<file path="src/rtl/commit_unit.sv">
// In-order retirement stage: dequeues the ROB head, writes results back to the register file,
// hands stores to the store buffer, and raises flush/redirect on a mispredicted branch.
package commit_pkg;
  localparam int XLEN  = 32;
  localparam int ROB_W = 4;

  typedef struct packed {
    logic [1:0]       itype;
    logic             ready;
    logic [ROB_W-1:0] ROB_number;
    logic [4:0]       dest_reg;
    logic [XLEN-1:0]  result;
    logic             branch_result;
  } ROB_entry_t;
endpackage

module commit_unit #(
  parameter int XLEN         = commit_pkg::XLEN,
  parameter int ROB_W        = commit_pkg::ROB_W,
  parameter int FLUSH_CYCLES = 2
) (
  input  logic                   clk,
  input  logic                   reset,
  input  commit_pkg::ROB_entry_t head,
  input  logic                   head_ready,
  input  logic                   rob_empty,
  input  logic                   commit_stall,
  input  logic                   store_ack,
  output logic                   rob_rd_en,
  output logic                   rf_we,
  output logic [4:0]             rf_waddr,
  output logic [XLEN-1:0]        rf_wdata,
  output logic [ROB_W-1:0]       rf_tag,
  output logic                   store_commit_valid,
  output logic [ROB_W-1:0]       store_commit_rob,
  output logic                   flush,
  output logic                   redirect_valid,
  output logic [XLEN-1:0]        redirect_pc,
  output logic [31:0]            commit_count,
  output logic [15:0]            mispredict_count
);

  localparam int CW = $clog2(FLUSH_CYCLES + 1);
  localparam logic [CW-1:0] FLUSH_LAST = CW'(FLUSH_CYCLES - 1);

  typedef enum logic [1:0] {COMMIT, STORE_WAIT, FLUSH} state_t;

  state_t        state, state_nxt;
  logic [CW-1:0] flush_cnt;
  logic          retire;
  logic          rd;
  logic          do_wb, do_tag, do_mis, do_store, store_done;

  always_ff @(posedge clk or negedge reset) begin
    if (!reset) state <= COMMIT;
    else        state <= state_nxt;
  end

  always_comb begin
    state_nxt  = state;
    rd         = 1'b0;
    do_wb      = 1'b0;
    do_tag     = 1'b0;
    do_mis     = 1'b0;
    do_store   = 1'b0;
    store_done = 1'b0;
    retire     = !rob_empty && head_ready && !commit_stall;
    unique case (state)
      COMMIT: begin
        if (retire) begin
          unique case (head.itype)
            2'b00: begin
              rd = 1'b1;
              if (head.branch_result) begin
                do_mis    = 1'b1;
                state_nxt = FLUSH;
              end else begin
                do_tag = 1'b1;
              end
            end
            // store is dequeued only once the store buffer acknowledges it
            2'b01: begin
              do_store  = 1'b1;
              state_nxt = STORE_WAIT;
            end
            default: begin
              rd     = 1'b1;
              do_wb  = 1'b1;
              do_tag = 1'b1;
            end
          endcase
        end
      end
      STORE_WAIT: begin
        if (store_ack) begin
          rd         = 1'b1;
          store_done = 1'b1;
          state_nxt  = COMMIT;
        end
      end
      FLUSH: begin
        if (flush_cnt == FLUSH_LAST) state_nxt = COMMIT;
      end
      default: state_nxt = COMMIT;
    endcase
  end

  // gate with reset so nothing dequeues while reset is held
  assign rob_rd_en = rd && reset;

  always_ff @(posedge clk or negedge reset) begin
    if (!reset) begin
      rf_we              <= 1'b0;
      rf_waddr           <= '0;
      rf_wdata           <= '0;
      rf_tag             <= '0;
      store_commit_valid <= 1'b0;
      store_commit_rob   <= '0;
      flush              <= 1'b0;
      redirect_valid     <= 1'b0;
      redirect_pc        <= '0;
      commit_count       <= '0;
      mispredict_count   <= '0;
      flush_cnt          <= '0;
    end else begin
      rf_we          <= do_wb && (head.dest_reg != 5'd0);
      flush          <= do_mis;
      redirect_valid <= do_mis;
      if (do_wb && head.dest_reg != 5'd0) begin
        rf_waddr <= head.dest_reg;
        rf_wdata <= head.result;
      end
      if (do_tag) rf_tag <= head.ROB_number;
      if (do_mis) begin
        redirect_pc <= head.result;
        if (mispredict_count != '1) mispredict_count <= mispredict_count + 16'd1;
      end
      if (do_store) begin
        store_commit_valid <= 1'b1;
        store_commit_rob   <= head.ROB_number;
      end else if (store_done) begin
        store_commit_valid <= 1'b0;
      end
      if (rob_rd_en) commit_count <= commit_count + 32'd1;
      flush_cnt <= (state == FLUSH) ? flush_cnt + CW'(1) : '0;
    end
  end

endmodule

</file>
<file path="config.mk">
export PLATFORM = sky130hd
export DESIGN_NAME = commit_unit
export DESIGN_NICKNAME = d
export VERILOG_FILES = /design/src/rtl/commit_unit.sv
export SDC_FILE = /design/constraint.sdc
export NUM_CORES = 1
export LEC_CHECK = 0
export ABC_AREA = 1
export CORE_ASPECT_RATIO = 0.8
export CORE_MARGIN = 1.5
export CORE_UTILIZATION = 40
export DETAILED_ROUTE_END_ITERATION = 7
export GPL_TIMING_DRIVEN = 0
export PLACE_DENSITY = 0.69
export SYNTH_ARGS = -nofsm -noshare
export SYNTH_HDL_FRONTEND = slang
export SYNTH_SLANG_ARGS = --single-unit
export TNS_END_PERCENT = 50
</file>
<file path="constraint.sdc">
create_clock -name clk -period 2.1 [get_ports clk]
set_input_delay 0.315 -clock clk [delete_from_list [all_inputs] [get_ports clk]]
set_output_delay 0.315 -clock clk [all_outputs]
set_load 0.01 [all_outputs]
</file>
==> impl_metrics.toml <==
[synth]
syn_inst = 773
synthDistinctLibCells = 31
syn_nets = 827
synth_area_um2 = 6260
avgSynthCellArea_um2 = 8.10
synth-warning-count = 0
synth-seq-cells = 132
ys_seq_area_frac = 0.527

[cts]
cts_root_buffer = "clkbuf_16"
clk_path_buf_depth = 2
clock-sinks = 132
htree_levels = 4
insertion_delay_ns = 0.42
path_clk_slew_ns = 0.07
cts_tree = "yes"
cts-buffers-inserted = 17

[worst_setup_path]
worst_setup_path_start_kind = "flop"
reg2reg_to = "rf_wdata[10]"
r2r-start = "state[1]"
critical_path_arrival_ns = 1.69
slowest_delay_ns = 0.41
path_max_fanout = 4
path_delay_family = "simple AND/OR/NAND/NOR gates"
crit_type = "flop to primary output"
required_ns = 1.78
rr_worst_depth = 8
end_kind = "primary output"
r2r_setup_slack_ns = 0.31
startpoint = "state[1]"
critPathBufInv = 2
cp_slowest_cell = "dfrtp_1"
cp_cell_sequence = "nor2_2 > nand2_2 > nor2_4 > nor2_2 > nor2_4 > buf_8 > clkdlybuf4s15_2"

[die]
die_x_um = 143
initial_core_util = 0.413
core-area_um2 = 15200
die_area_um2 = 16400
io_pins = 181
die_h_um = 115
placementRows = 40

[sta]
finalMaxSlewViolations = 0
post-route-period-util = 0.956
clock_skew_ns = 0.0203
setup_viol = 0
min_period_ns = 2.01
slew_headroom = 0.263
hold_slack_ns = -0.242
finalHoldViolCount = 63
setup_slack_ns = 0.0916
max_freq_mhz = 498
tightest_slew_ns = 1.10

[power_and_ir_drop]
p_leak_nw = 4.12
p_per_area_nw_per_um2 = 942
ir_drop_mv = 0.556

[routing]
viasPerCell = 4.79
wire_per_inst_um = 14.5
drt_pass1_iterations = 7
drtIter0Drc = 379
totalWireLength_um = 17300
drc = 0
vias = 5742
ant_nets = 0

[final_layout]
nets = 1030
final_cell_area_um2 = 9000
drive_gt1_frac = 0.0900
area_growth_pct = 43.6
n_antenna_cell = 0

[global_route]
antenna_found_initial = 0
gr-usage-all-layers = 0.223
grt_remaining_overflow = 0
grt_max_degree = 70
grt_pass1_wl_um = 28100
first_global_vias = 5338

[place]
hpwl_um = 12600
dpl_worst_slack_ns = -0.603
gp_congestion = 0.870
placed_cell_area_um2 = 8350
port_buffers = 179

[min_path]
hold_path_class = "input port to async pin"

[status]
outcome = "complete, but fails checks"
violations = "hold timing"

[job]
max_cap_violations = 0
[flip-flops by register name, indices dropped and copies added (netlist names), 2 cells and up]
register and count:
redirect_pc 32, mispredict_count 16, store_commit_rob 4, rf_tag 4, flush_cnt 2, rf_waddr 5, commit_count 32, rf_wdata 32
state 2
[synthesized netlist by cell type (all sizes together)]
master	instances	share of area
o31ai	2	0.0024
buf	19	0.025
inv	86	0.052
nor3	4	0.0040
nand3	26	0.024
nand2	288	0.18
and2	1	0.0010
nor2	70	0.048
xnor2	10	0.014
dfrtp	132	0.53
clkinv	2	0.0016
clkbuf	4	0.0024
nand4	18	0.018
xor2	9	0.013
ha	3	0.0060
o21ai	93	0.078
nand3b	6	0.0072
[metrics by stage]
| step | power, W | std cells | TNS [ns] | hold WS, ns | util |
|---|---|---|---|---|---|
| 2_1_floorplan | 0.00416 | 773 | 0 | 0.0194 | - |
| 4_1_cts | 0.00857 | 1198 | 0 | -0.211 | 0.592 |
| 3_3_place_gp | 0.00545 | 1162 | -771.64 | 0.424 | 0.549 |
| 3_5_place_dp | 0.00549 | 1163 | -1.03 | 0.364 | 0.550 |
| 5_1_grt | 0.00891 | 1199 | -0.00437 | -0.216 | 0.593 |
| 6_report | 0.00848 | 1199 | 0 | -0.242 | 0.593 |
[what timing repair did]
| action | CTS | global route |
|---|---|---|
| gates resized for setup | 8 | 2 |
| endpoints found under the hold margin | 63 | 63 |
| setup buffers | 3 | 1 |
| pin swaps | 2 | 2 |
| setup endpoints to repair | 1 | 1 |
[worst max-delay path by stage]
stage                             to  cells after the start
finish                     rob_rd_en                      7
global route               rob_rd_en                      7
CTS                        rob_rd_en                      8
detailed placement         rob_rd_en                      6
global placement           rob_rd_en                      6
floorplan           commit_count[26]                      8
[area by class of cell]
type,count,area [um^2]
sequential,132,3300
timing repair buffer,184,1860
inverter,88,338
fill,1373,6170
clock buffer,18,429
multi-input combinational,530,2460
clock inverter,14,169
buffer,23,175
tap,210,263
[cell usage in the layout (no fill, tap or decap), types with 2 or more instances in the layout]
master / count
xnor2_1: 10
clkbuf_16: 17
inv_2: 3
clkbuf_1: 5
nand3_1: 22
clkdlybuf4s50_1: 176
bufinv_16: 2
o21ai_0: 65
clkinv_2: 2
o21ai_2: 3
o31ai_1: 2
buf_4: 5
buf_6: 6
nor3_1: 3
nor2_4: 5
nand3_2: 4
inv_1: 82
ha_1: 3
dfrtp_1: 132
nor2_1: 61
buf_2: 10
buf_12: 2
nand2_1: 280
nand4_1: 18
o21ai_1: 24
xor2_1: 9
inv_8: 2
inv_6: 6
nand2_2: 7
clkinv_4: 4
nand3b_1: 6
nor2_2: 4
[power by group]
| part | leakage [nW] | switching [W] | internal, W |
|---|---|---|---|
| combinational | 2.11 | 0.000937 | 0.00117 |
| sequential | 1.73 | 0.000331 | 0.00302 |
| clock | 0.290 | 0.00123 | 0.00179 |
| total | 4.12 | 0.00250 | 0.00598 |
[layer usage]
metal | up-vias | routed length (um) | track usage
met1 | 2728 | 8210 | 0.318
met5 | - | 0 | 0
li1 | 2836 | - | -
met3 | 15 | 872 | 0.0479
met2 | 163 | 7980 | 0.341
met4 | 0 | 279 | 0.0722
[cells by family after synthesis]
logic type | count (synthesis) | synth area share
XOR/XNOR | 19 | 0.0266
flip-flops | 132 | 0.527
AO/OA/AOI/OAI | 95 | 0.0803
buffers and inverters | 111 | 0.0813
AND/OR/NAND/NOR | 413 | 0.279
adder cells (fa/ha/maj) | 3 | 0.00599
Note: power is estimated with default switching activity, not from simulation.
